[src/rtl/fetch_pkg.sv]
// ============================================================================
// Module   : fetch_pkg
// Brief    : Shared types, default widths and offset sign-extension helper.
// Revision : 1.0
// ============================================================================
`default_nettype none

package fetch_pkg;

    localparam int PC_W_DEF       = 16;
    localparam int LUT_AW_DEF     = 5;
    localparam int OFF_W_DEF      = 8;
    localparam int IMEM_DEPTH_DEF = 1024;

    typedef enum logic [1:0] {
        IDLE  = 2'd0,
        RUN   = 2'd1,
        HALT  = 2'd2,
        FAULT = 2'd3
    } fetch_state_t;

    function automatic logic [PC_W_DEF-1:0] sext_off(input logic [OFF_W_DEF-1:0] off);
        return {{(PC_W_DEF-OFF_W_DEF){off[OFF_W_DEF-1]}}, off};
    endfunction

endpackage

`default_nettype wire

[src/rtl/sat_counter.sv]
// ============================================================================
// Module   : sat_counter
// Brief    : Up-counter that sticks at all-ones; clear wins over enable.
// Revision : 1.0
// ============================================================================
`default_nettype none

module sat_counter #(
    parameter int WIDTH = 16
) (
    input  logic             i_clk,
    input  logic             i_rst_n,
    input  logic             i_en,
    input  logic             i_clr,
    output logic [WIDTH-1:0] o_count
);

    logic [WIDTH-1:0] r_count;

    always_ff @(posedge i_clk or negedge i_rst_n) begin
        if (!i_rst_n) begin
            r_count <= '0;
        end else if (i_clr) begin
            r_count <= '0;
        end else if (i_en && (r_count != {WIDTH{1'b1}})) begin
            r_count <= r_count + 1'b1;
        end
    end

    assign o_count = r_count;

endmodule

`default_nettype wire

[src/rtl/prog_ctr_fetch.sv]
// ============================================================================
// Module   : prog_ctr_fetch
// Brief    : Program counter / fetch sequencer driving the branch-target LUT.
//            Optional macro FETCH_BOUNDS_CHECK_EN adds the IMEM bounds fault.
// Revision : 1.0
// ============================================================================
`default_nettype none

module prog_ctr_fetch
    import fetch_pkg::*;
#(
    parameter int PC_W       = PC_W_DEF,
    parameter int LUT_AW     = LUT_AW_DEF,
    parameter int OFF_W      = OFF_W_DEF,
    parameter int IMEM_DEPTH = IMEM_DEPTH_DEF
) (
    input  logic              Clk,
    input  logic              Reset_n,
    input  logic              Start,
    input  logic [LUT_AW-1:0] StartIdx,
    input  logic              Stall,
    input  logic              BrAbs,
    input  logic [LUT_AW-1:0] BrIdx,
    input  logic              BrRel,
    input  logic [OFF_W-1:0]  BrOffset,
    input  logic              Halt,
    output logic [LUT_AW-1:0] LutAddr,
    input  logic [PC_W-1:0]   Target,
    output logic [PC_W-1:0]   PC,
    output logic              Done,
    output logic              Fault,
    output logic [15:0]       CycleCnt
);

    fetch_state_t      r_state;
    fetch_state_t      w_state_next;
    logic [PC_W-1:0]   r_pc;
    logic [PC_W-1:0]   w_pc_next;
    logic [PC_W-1:0]   w_pc_cand;
    logic [PC_W-1:0]   w_off_ext;
    logic              r_done;
    logic              w_cnt_en;
    logic              w_cnt_clr;

    assign w_off_ext = PC_W'(sext_off(BrOffset));

    // Candidate PC for a non-stalled, non-halting RUN cycle
    always_comb begin
        if (BrAbs) begin
            w_pc_cand = Target;
        end else if (BrRel) begin
            w_pc_cand = r_pc + w_off_ext;
        end else begin
            w_pc_cand = r_pc + 1'b1;
        end
    end

`ifdef FETCH_BOUNDS_CHECK_EN
    localparam logic [PC_W:0] c_imem_limit = (PC_W+1)'(IMEM_DEPTH);
    logic w_oob;
    assign w_oob = ({1'b0, w_pc_cand} >= c_imem_limit);
`endif

    always_comb begin
        w_state_next = r_state;
        w_pc_next    = r_pc;
        LutAddr      = StartIdx;
        w_cnt_en     = 1'b0;
        w_cnt_clr    = 1'b0;
        case (r_state)
            RUN: begin
                LutAddr = BrIdx;
                if (!Stall) begin
                    w_cnt_en = 1'b1;
                    if (Halt) begin
                        w_state_next = HALT;
                    end else begin
`ifdef FETCH_BOUNDS_CHECK_EN
                        if (w_oob) begin
                            w_state_next = FAULT;
                        end else begin
                            w_pc_next = w_pc_cand;
                        end
`else
                        w_pc_next = w_pc_cand;
`endif
                    end
                end
            end
            // IDLE, HALT and FAULT all restart the same way on Start
            default: begin
                if (Start) begin
                    w_pc_next    = Target;
                    w_cnt_clr    = 1'b1;
                    w_state_next = RUN;
                end
            end
        endcase
    end

    always_ff @(posedge Clk or negedge Reset_n) begin
        if (!Reset_n) begin
            r_state <= IDLE;
            r_pc    <= '0;
            r_done  <= 1'b0;
        end else begin
            r_state <= w_state_next;
            r_pc    <= w_pc_next;
            r_done  <= (w_state_next == HALT);
        end
    end

`ifdef FETCH_BOUNDS_CHECK_EN
    logic r_fault;
    always_ff @(posedge Clk or negedge Reset_n) begin
        if (!Reset_n) begin
            r_fault <= 1'b0;
        end else begin
            r_fault <= (w_state_next == FAULT);
        end
    end
    assign Fault = r_fault;
`else
    assign Fault = 1'b0;
`endif

    sat_counter #(
        .WIDTH (16)
    ) u_cycle_cnt (
        .i_clk   (Clk),
        .i_rst_n (Reset_n),
        .i_en    (w_cnt_en),
        .i_clr   (w_cnt_clr),
        .o_count (CycleCnt)
    );

    assign PC   = r_pc;
    assign Done = r_done;

endmodule

`default_nettype wire
[config.mk]
export PLATFORM = sky130hd
export DESIGN_NAME = prog_ctr_fetch
export DESIGN_NICKNAME = d
export VERILOG_FILES = /design/src/rtl/fetch_pkg.sv /design/src/rtl/sat_counter.sv /design/src/rtl/prog_ctr_fetch.sv
export SDC_FILE = /design/constraint.sdc
export NUM_CORES = 1
export LEC_CHECK = 0
export CAP_MARGIN = 30
export CORE_MARGIN = 2
export CORE_UTILIZATION = 50
export DETAILED_ROUTE_END_ITERATION = 10
export PLACE_DENSITY = 0.86
export RECOVER_POWER = 50
export SYNTH_ARGS = -nofsm -noshare
export SYNTH_HDL_FRONTEND = slang
export SYNTH_SLANG_ARGS = --single-unit
[constraint.sdc]
create_clock -name Clk -period 5.9 [get_ports Clk]
set_clock_uncertainty 0.05 [all_clocks]
set_input_delay 1.77 -clock Clk [delete_from_list [all_inputs] [get_ports Clk]]
set_output_delay 1.77 -clock Clk [all_outputs]
set_load 0.005 [all_outputs]
==> results of run 1 <==
==> worst max-delay path by stage <==
stage | startpoint | cells past startpoint | slack [ns] | to
final | BrRel | 10 | 1.10 | PC[14]$_DFFE_PN0P_
after global routing | BrRel | 10 | 0.91 | PC[12]$_DFFE_PN0P_
after CTS | BrRel | 10 | 1.10 | PC[14]$_DFFE_PN0P_
after detailed placement | BrRel | 10 | 0.80 | PC[14]$_DFFE_PN0P_
after global placement | BrRel | 10 | 0.96 | PC[14]$_DFFE_PN0P_
after floorplan | BrRel | 10 | 1.70 | PC[12]$_DFFE_PN0P_
==> layer usage <==
metal	vias to the layer above	wire length (um)	share of wire (%)	track usage (%)
met1	1107	2690	43	29.7
met4	0	21	0.34	4.56
met3	2	403	6.5	3.79
li1	1187	-	-	-
met5	-	0	0	0
met2	78	3130	50	40.0
==> sequential cells by signal, indices dropped and copies added, names as in the netlist <==
| signal | cells |
|---|---|
| PC | 16 |
| u_cycle_cnt.o_count | 16 |
| r_state | 2 |
| Done | 1 |
==> report_power, final <==
part           switching [mW]  leakage [nW]  internal (mW)
clock                  0.0891        0.0477         0.0809
combinational           0.224         0.900          0.269
sequential             0.0838         0.443          0.298
total                   0.397          1.39          0.648
==> worst max-delay path, cell delays in order <==
cell and delay [ns]:
clkdlybuf4s50_1 0.71, or2b_1 0.27, ha_1 0.23, fa_1 0.44
a211oi_1 0.35, o21bai_1 0.16, a21boi_2 0.31, mux2i_1 0.29
a21oi_1 0.09, o2bb2a_1 0.29
==> cells in the final DEF, fill, tap and decap left out, drive strengths merged, types with 5 or more instances in the layout <==
cell type / synthesis / final
clkdlybuf4s50: 0 / 62
dfrtp: 35 / 35
nor2: 33 / 33
nand2: 33 / 33
a21oi: 17 / 17
dlygate4sd3: 0 / 16
o21ai: 15 / 15
nor3: 13 / 13
nand3: 12 / 12
and2: 11 / 11
xnor2: 11 / 11
ha: 8 / 8
mux2i: 7 / 7
or3: 6 / 6
clkbuf: 9 / 6
o22ai: 5 / 5
mux2: 5 / 5
xor2: 5 / 5
and3: 5 / 5
or2: 5 / 5
==> cell families after synthesis <==
kind of cell	synth area share [%]
AO/OA/AOI/OAI	18.3
XOR/XNOR	5.63
adder cells (fa/ha/maj)	4.82
buffers and inverters	3.77
flip-flops	35.2
multiplexers	5.08
other	0.151
AND/OR/NAND/NOR	27.1
==> cell type report <==
class                   instances  area, um2
multi-input cells             239       1520
flip-flops and latches         35        876
clock buffers                   5       68.8
inverters                       4       15.0
well taps                      67       83.8
fillers                       412       1380
clock inverters                 3       15.0
repair buffers                 81        800
==> stage by stage <==
step | std cells | worst slack [ns] | power [mW]
final | 434 | 1.10 | 1.04
after global routing | 434 | 0.907 | 1.12
after CTS | 434 | 1.10 | 1.06
after detailed placement | 426 | 0.798 | 0.886
after global placement | 426 | 0.961 | 0.871
after floorplan | 293 | 1.70 | 0.665
==> impl_metrics.yaml, run 1 <==
worst_hold_path:
  min-delay-start: "PC[4]$_DFFE_PN0P_"
  hold_depth: 2
  hp-class: "reg -> reg"
  worstHoldEndpoint: "PC[4]$_DFFE_PN0P_"
grt:
  grt_pass1_wl_mm: 9.96
  grt_overflow_total: 0
  grt_max_degree: 36
  track_usage_pct: 22.8
  antenna_found_initial: 0
  grt_pass1_vias: 2195
clock_network:
  numClockSinks: 35
  cts_tree: "built"
  clock_path_buffers: 2
  post_cts_resized: 0
  path_clk_slew_ns: 0.08
  hold_buffers: 0
  root_buffer: "clkbuf_8"
  numCtsBuffers: 5
  post_cts_buffers: 0
  clock_latency_ns: 0.28
  cts_max_level: 2
detailed_routing:
  wl_mm: 6.24
  drc: 0
  vias: 2374
  detail-route-antenna-nets: 0
  via_per_inst: 5.47
  first_pass_iters: 4
  drtIter0Drc: 170
  drt-wirelength-per-cell_um: 14.4
finish:
  antenna_cells: 0
  fin_area_um2: 3380
  area_growth_syn_to_layout_pct: 35.7
  drive_gt1_share_pct: 6.81
  utilization_pct: 71.1
  final_nets: 416
sta:
  holdWs_ns: 0.469
  setup_tns_ns: 0
  final-setup-viol-count: 0
  rsz0062_at_grt: "false"
  finalMaxSlewViolations: 36
  max_freq_ghz: 0.208
  max_slew_margin_pct: -29.3
  post-route-period-util_pct: 81.3
  hold_viol: 0
  min_period_ns: 4.80
  worst_pin_slew_ns: 1.94
floorplan:
  start_util_pct: 52.4
  die_h_um: 74.6
  fp.coreArea_um2: 4750
  num_io_pins: 80
  die_area_um2: 5560
  rows: 25
  chipWidth_um: 74.6
critical_path:
  cp_max_fo: 11
  cp.arrival_ns: 4.92
  worstRegToRegCells: 8
  worst_setup_path_start_kind: "input port"
  reg2reg_slack_ns: 3.15
  path_class: "in -> reg"
  r2r_start: "PC[0]$_DFFE_PN0P_"
  endpoint_kind: "flip-flop"
  r2r-end: "PC[14]$_DFFE_PN0P_"
  required_ns: 6.02
place:
  detailed_place_hpwl_mm: 4.49
  numPortBuffers: 78
  post_dp_cell_area_um2: 3300
  gp_congestion: 0.877
synthesis:
  avgSynthCellArea_um2: 8.50
  synthDistinctLibCells: 58
  async_reset_ff_share_pct: 100
  syn-num-nets: 343
  synth-edff-count: 0
  synth_top_area_cell: "dfrtp_1"
  ys.flop_type: "dfrtp_1"
  ys_seq_elements: 35
  synth.most_common_cell: "dfrtp_1"
  synthCells: 293
  synthTopCellsByArea: "dfrtp_1, nand2_1, nor2_1"
  synth.yosys.seq_area_share_pct: 35.2
  synth_top_area_share_pct: 35.2
  synth_area_um2: 2490
  synth_common_cells: "dfrtp_1, nand2_1, nor2_1"
  synth_warnings: 0
pwr:
  leakage_nw: 1.39
  powerDensity_nw_per_um2: 309
  ir_worst_vdd_uv: 142
outcome:
  status: "complete, but fails checks"
  failed_checks: "capacitance limit, slew limit"
run:
  cap_violations: 1
Power figures use the tool's default switching activity.
==> run 2: changes to the inputs <==
--- a/config.mk
+++ b/config.mk
@@ -7,9 +7,9 @@
 export LEC_CHECK = 0
 export CAP_MARGIN = 30
 export CORE_MARGIN = 2
-export CORE_UTILIZATION = 50
+export CORE_UTILIZATION = 42
 export DETAILED_ROUTE_END_ITERATION = 10
-export PLACE_DENSITY = 0.86
+export PLACE_DENSITY = 0.77
 export RECOVER_POWER = 50
 export SYNTH_ARGS = -nofsm -noshare
 export SYNTH_HDL_FRONTEND = slang
==> constraint.sdc (replaced) <==
create_clock -name Clk -period 4.2 [get_ports Clk]
set_clock_uncertainty 0.05 [all_clocks]
set_input_delay 1.26 -clock Clk [delete_from_list [all_inputs] [get_ports Clk]]
set_output_delay 1.26 -clock Clk [all_outputs]
set_load 0.005 [all_outputs]
==> run 2 against run 1 <==
The run still ends with capacitance limit, slew limit left; first-iteration DRC count fell by 22%; largest cell class unchanged; clock power rose by 120%; largest power group unchanged; non-clock buffer count rose by 7; flip-flop and latch count did not move.
==> impl_metrics.yaml, run 2 (same netlist as run 1, synthesis figures left out) <==
clock_network:
  clock_path_buffers: 2
  numCtsBuffers: 5
  hold_buffers: 0
  post_cts_resized: 0
  cts_tree: "built"
  cts_max_level: 2
  post_cts_buffers: 0
  path_clk_slew_ns: 0.08
  root_buffer: "clkbuf_8"
  numClockSinks: 35
  clock_latency_ns: 0.29
detailed_routing:
  wl_mm: 6.49
  via_per_inst: 5.40
  vias: 2423
  first_pass_iters: 4
  drtIter0Drc: 132
  drt-wirelength-per-cell_um: 14.5
  detail-route-antenna-nets: 0
  drc: 0
finish:
  fin_area_um2: 3490
  fillers: 555
  final_common_cell: "clkdlybuf4s50_1"
  final-seq-area_um2: 876
  area_growth_syn_to_layout_pct: 40.3
  drive_gt1_share_pct: 8.56
  final_cell_mix: "clkdlybuf4s50_1, dfrtp_1, nor2_1, nand2_1, a21oi_1"
  final_nets: 423
  layout.cells.non_filler: 449
  antenna_cells: 0
  multiInputGateArea_um2: 1520
pwr:
  powerDensity_nw_per_um2: 465
  ir_worst_vdd_uv: 228
  power_mw: 1.62
  leakage_nw: 1.45
sta:
  rsz0062_at_grt: "false"
  hold_viol: 0
  final-setup-viol-count: 0
  post-route-period-util_pct: 95.7
  max_freq_ghz: 0.249
  max_slew_margin_pct: -30.8
  finalMaxSlewViolations: 36
  worst_pin_slew_ns: 1.96
  min_period_ns: 4.02
  holdWs_ns: 0.464
run:
  cap_violations: 1
floorplan:
  die_h_um: 81.0
  num_io_pins: 80
  chipWidth_um: 81.0
  die_area_um2: 6560
  rows: 28
  start_util_pct: 42.8
  fp.coreArea_um2: 5820
grt:
  antenna_found_initial: 0
  grt_overflow_total: 0
  grt_max_degree: 36
  grt_pass1_wl_mm: 10.8
  grt_pass1_vias: 2375
  track_usage_pct: 21.0
place:
  gp_congestion: 0.866
  post_dp_cell_area_um2: 3360
  numPortBuffers: 78
  placed_cells: 441
  detailed_place_hpwl_mm: 4.77
critical_path:
  worst_setup_path_start_kind: "input port"
  worstPathCellList: "clkdlybuf4s50_1, or2b_1, ha_1, fa_1, a211oi_1, o21bai_1, a21boi_2, mux2i_1, a21oi_1, o2bb2a_1"
  cp.arrival_ns: 4.15
  required_ns: 4.33
  reg2reg_slack_ns: 1.49
  cp_max_fo: 4
  path_class: "in -> reg"
  cpPeakStageDelay_ns: 0.52
  endpoint_kind: "flip-flop"
  cp_slowest_cell: "clkdlybuf4s50_1"
outcome:
  failed_checks: "capacitance limit, slew limit"
  status: "complete, but fails checks"
worst_hold_path:
  hp-class: "reg -> reg"
## run 2: power by group
part	total (mW)	switching, mW	internal, mW	leakage (nW)
Sequential	0.537	0.118	0.419	0.443
Clock	0.369	0.132	0.237	0.0644
Combinational	0.718	0.318	0.400	0.938
Total	1.62	0.567	1.06	1.45
## run 2: routing by layer
metal | routed length, um | GRT usage, % | vias to the layer above
li1 | - | - | 1202
met5 | 0 | 0 | -
met1 | 2790 | 26.4 | 1152
met4 | 77 | 6.78 | 0
met2 | 3300 | 36.1 | 63
met3 | 322 | 4.56 | 6
## run 2: cell type report
| class | instances | area share (%) |
|---|---|---|
| clock inverter | 3 | 1.93 |
| inverter | 4 | 0.430 |
| timing repair buffer | 88 | 24.4 |
| multi-input combinational | 239 | 43.5 |
| tap | 75 | 2.69 |
| sequential | 35 | 25.1 |
| clock buffer | 5 | 1.97 |
## run 2: worst paths after layout
path	end	from	depth (start not counted)
max in group asynchronous	u_cycle_cnt.o_count[7]$_DFFE_PN0P_	Reset_n	2
max	PC[14]$_DFFE_PN0P_	BrRel	10
min	PC[3]$_DFFE_PN0P_	PC[3]$_DFFE_PN0P_	2
max reg2reg	PC[14]$_DFFE_PN0P_	PC[0]$_DFFE_PN0P_	8
min in group asynchronous	PC[7]$_DFFE_PN0P_	Reset_n	2
min reg2reg	PC[3]$_DFFE_PN0P_	PC[3]$_DFFE_PN0P_	2
## run 2: metrics by stage
stage | util (%) | setup WS [ns] | setup TNS [ns]
after global placement | 57.8 | -0.00585 | -0.00585
after global routing | 60.1 | 0.0554 | 0
after detailed placement | 57.8 | -0.0805 | -0.223
final | 60.1 | 0.179 | 0
after floorplan | - | 0.510 | 0
after CTS | 60.1 | 0.188 | 0
## run 2: worst max-delay path, delay by kind of cell
family	cells	cell delay [ns]
and+or+nand+nor	1	0.25
buffers and inverters	1	0.52
AOI/OAI and AO/OA	5	1.23
muxes	1	0.29
adders and majority gates	2	0.60
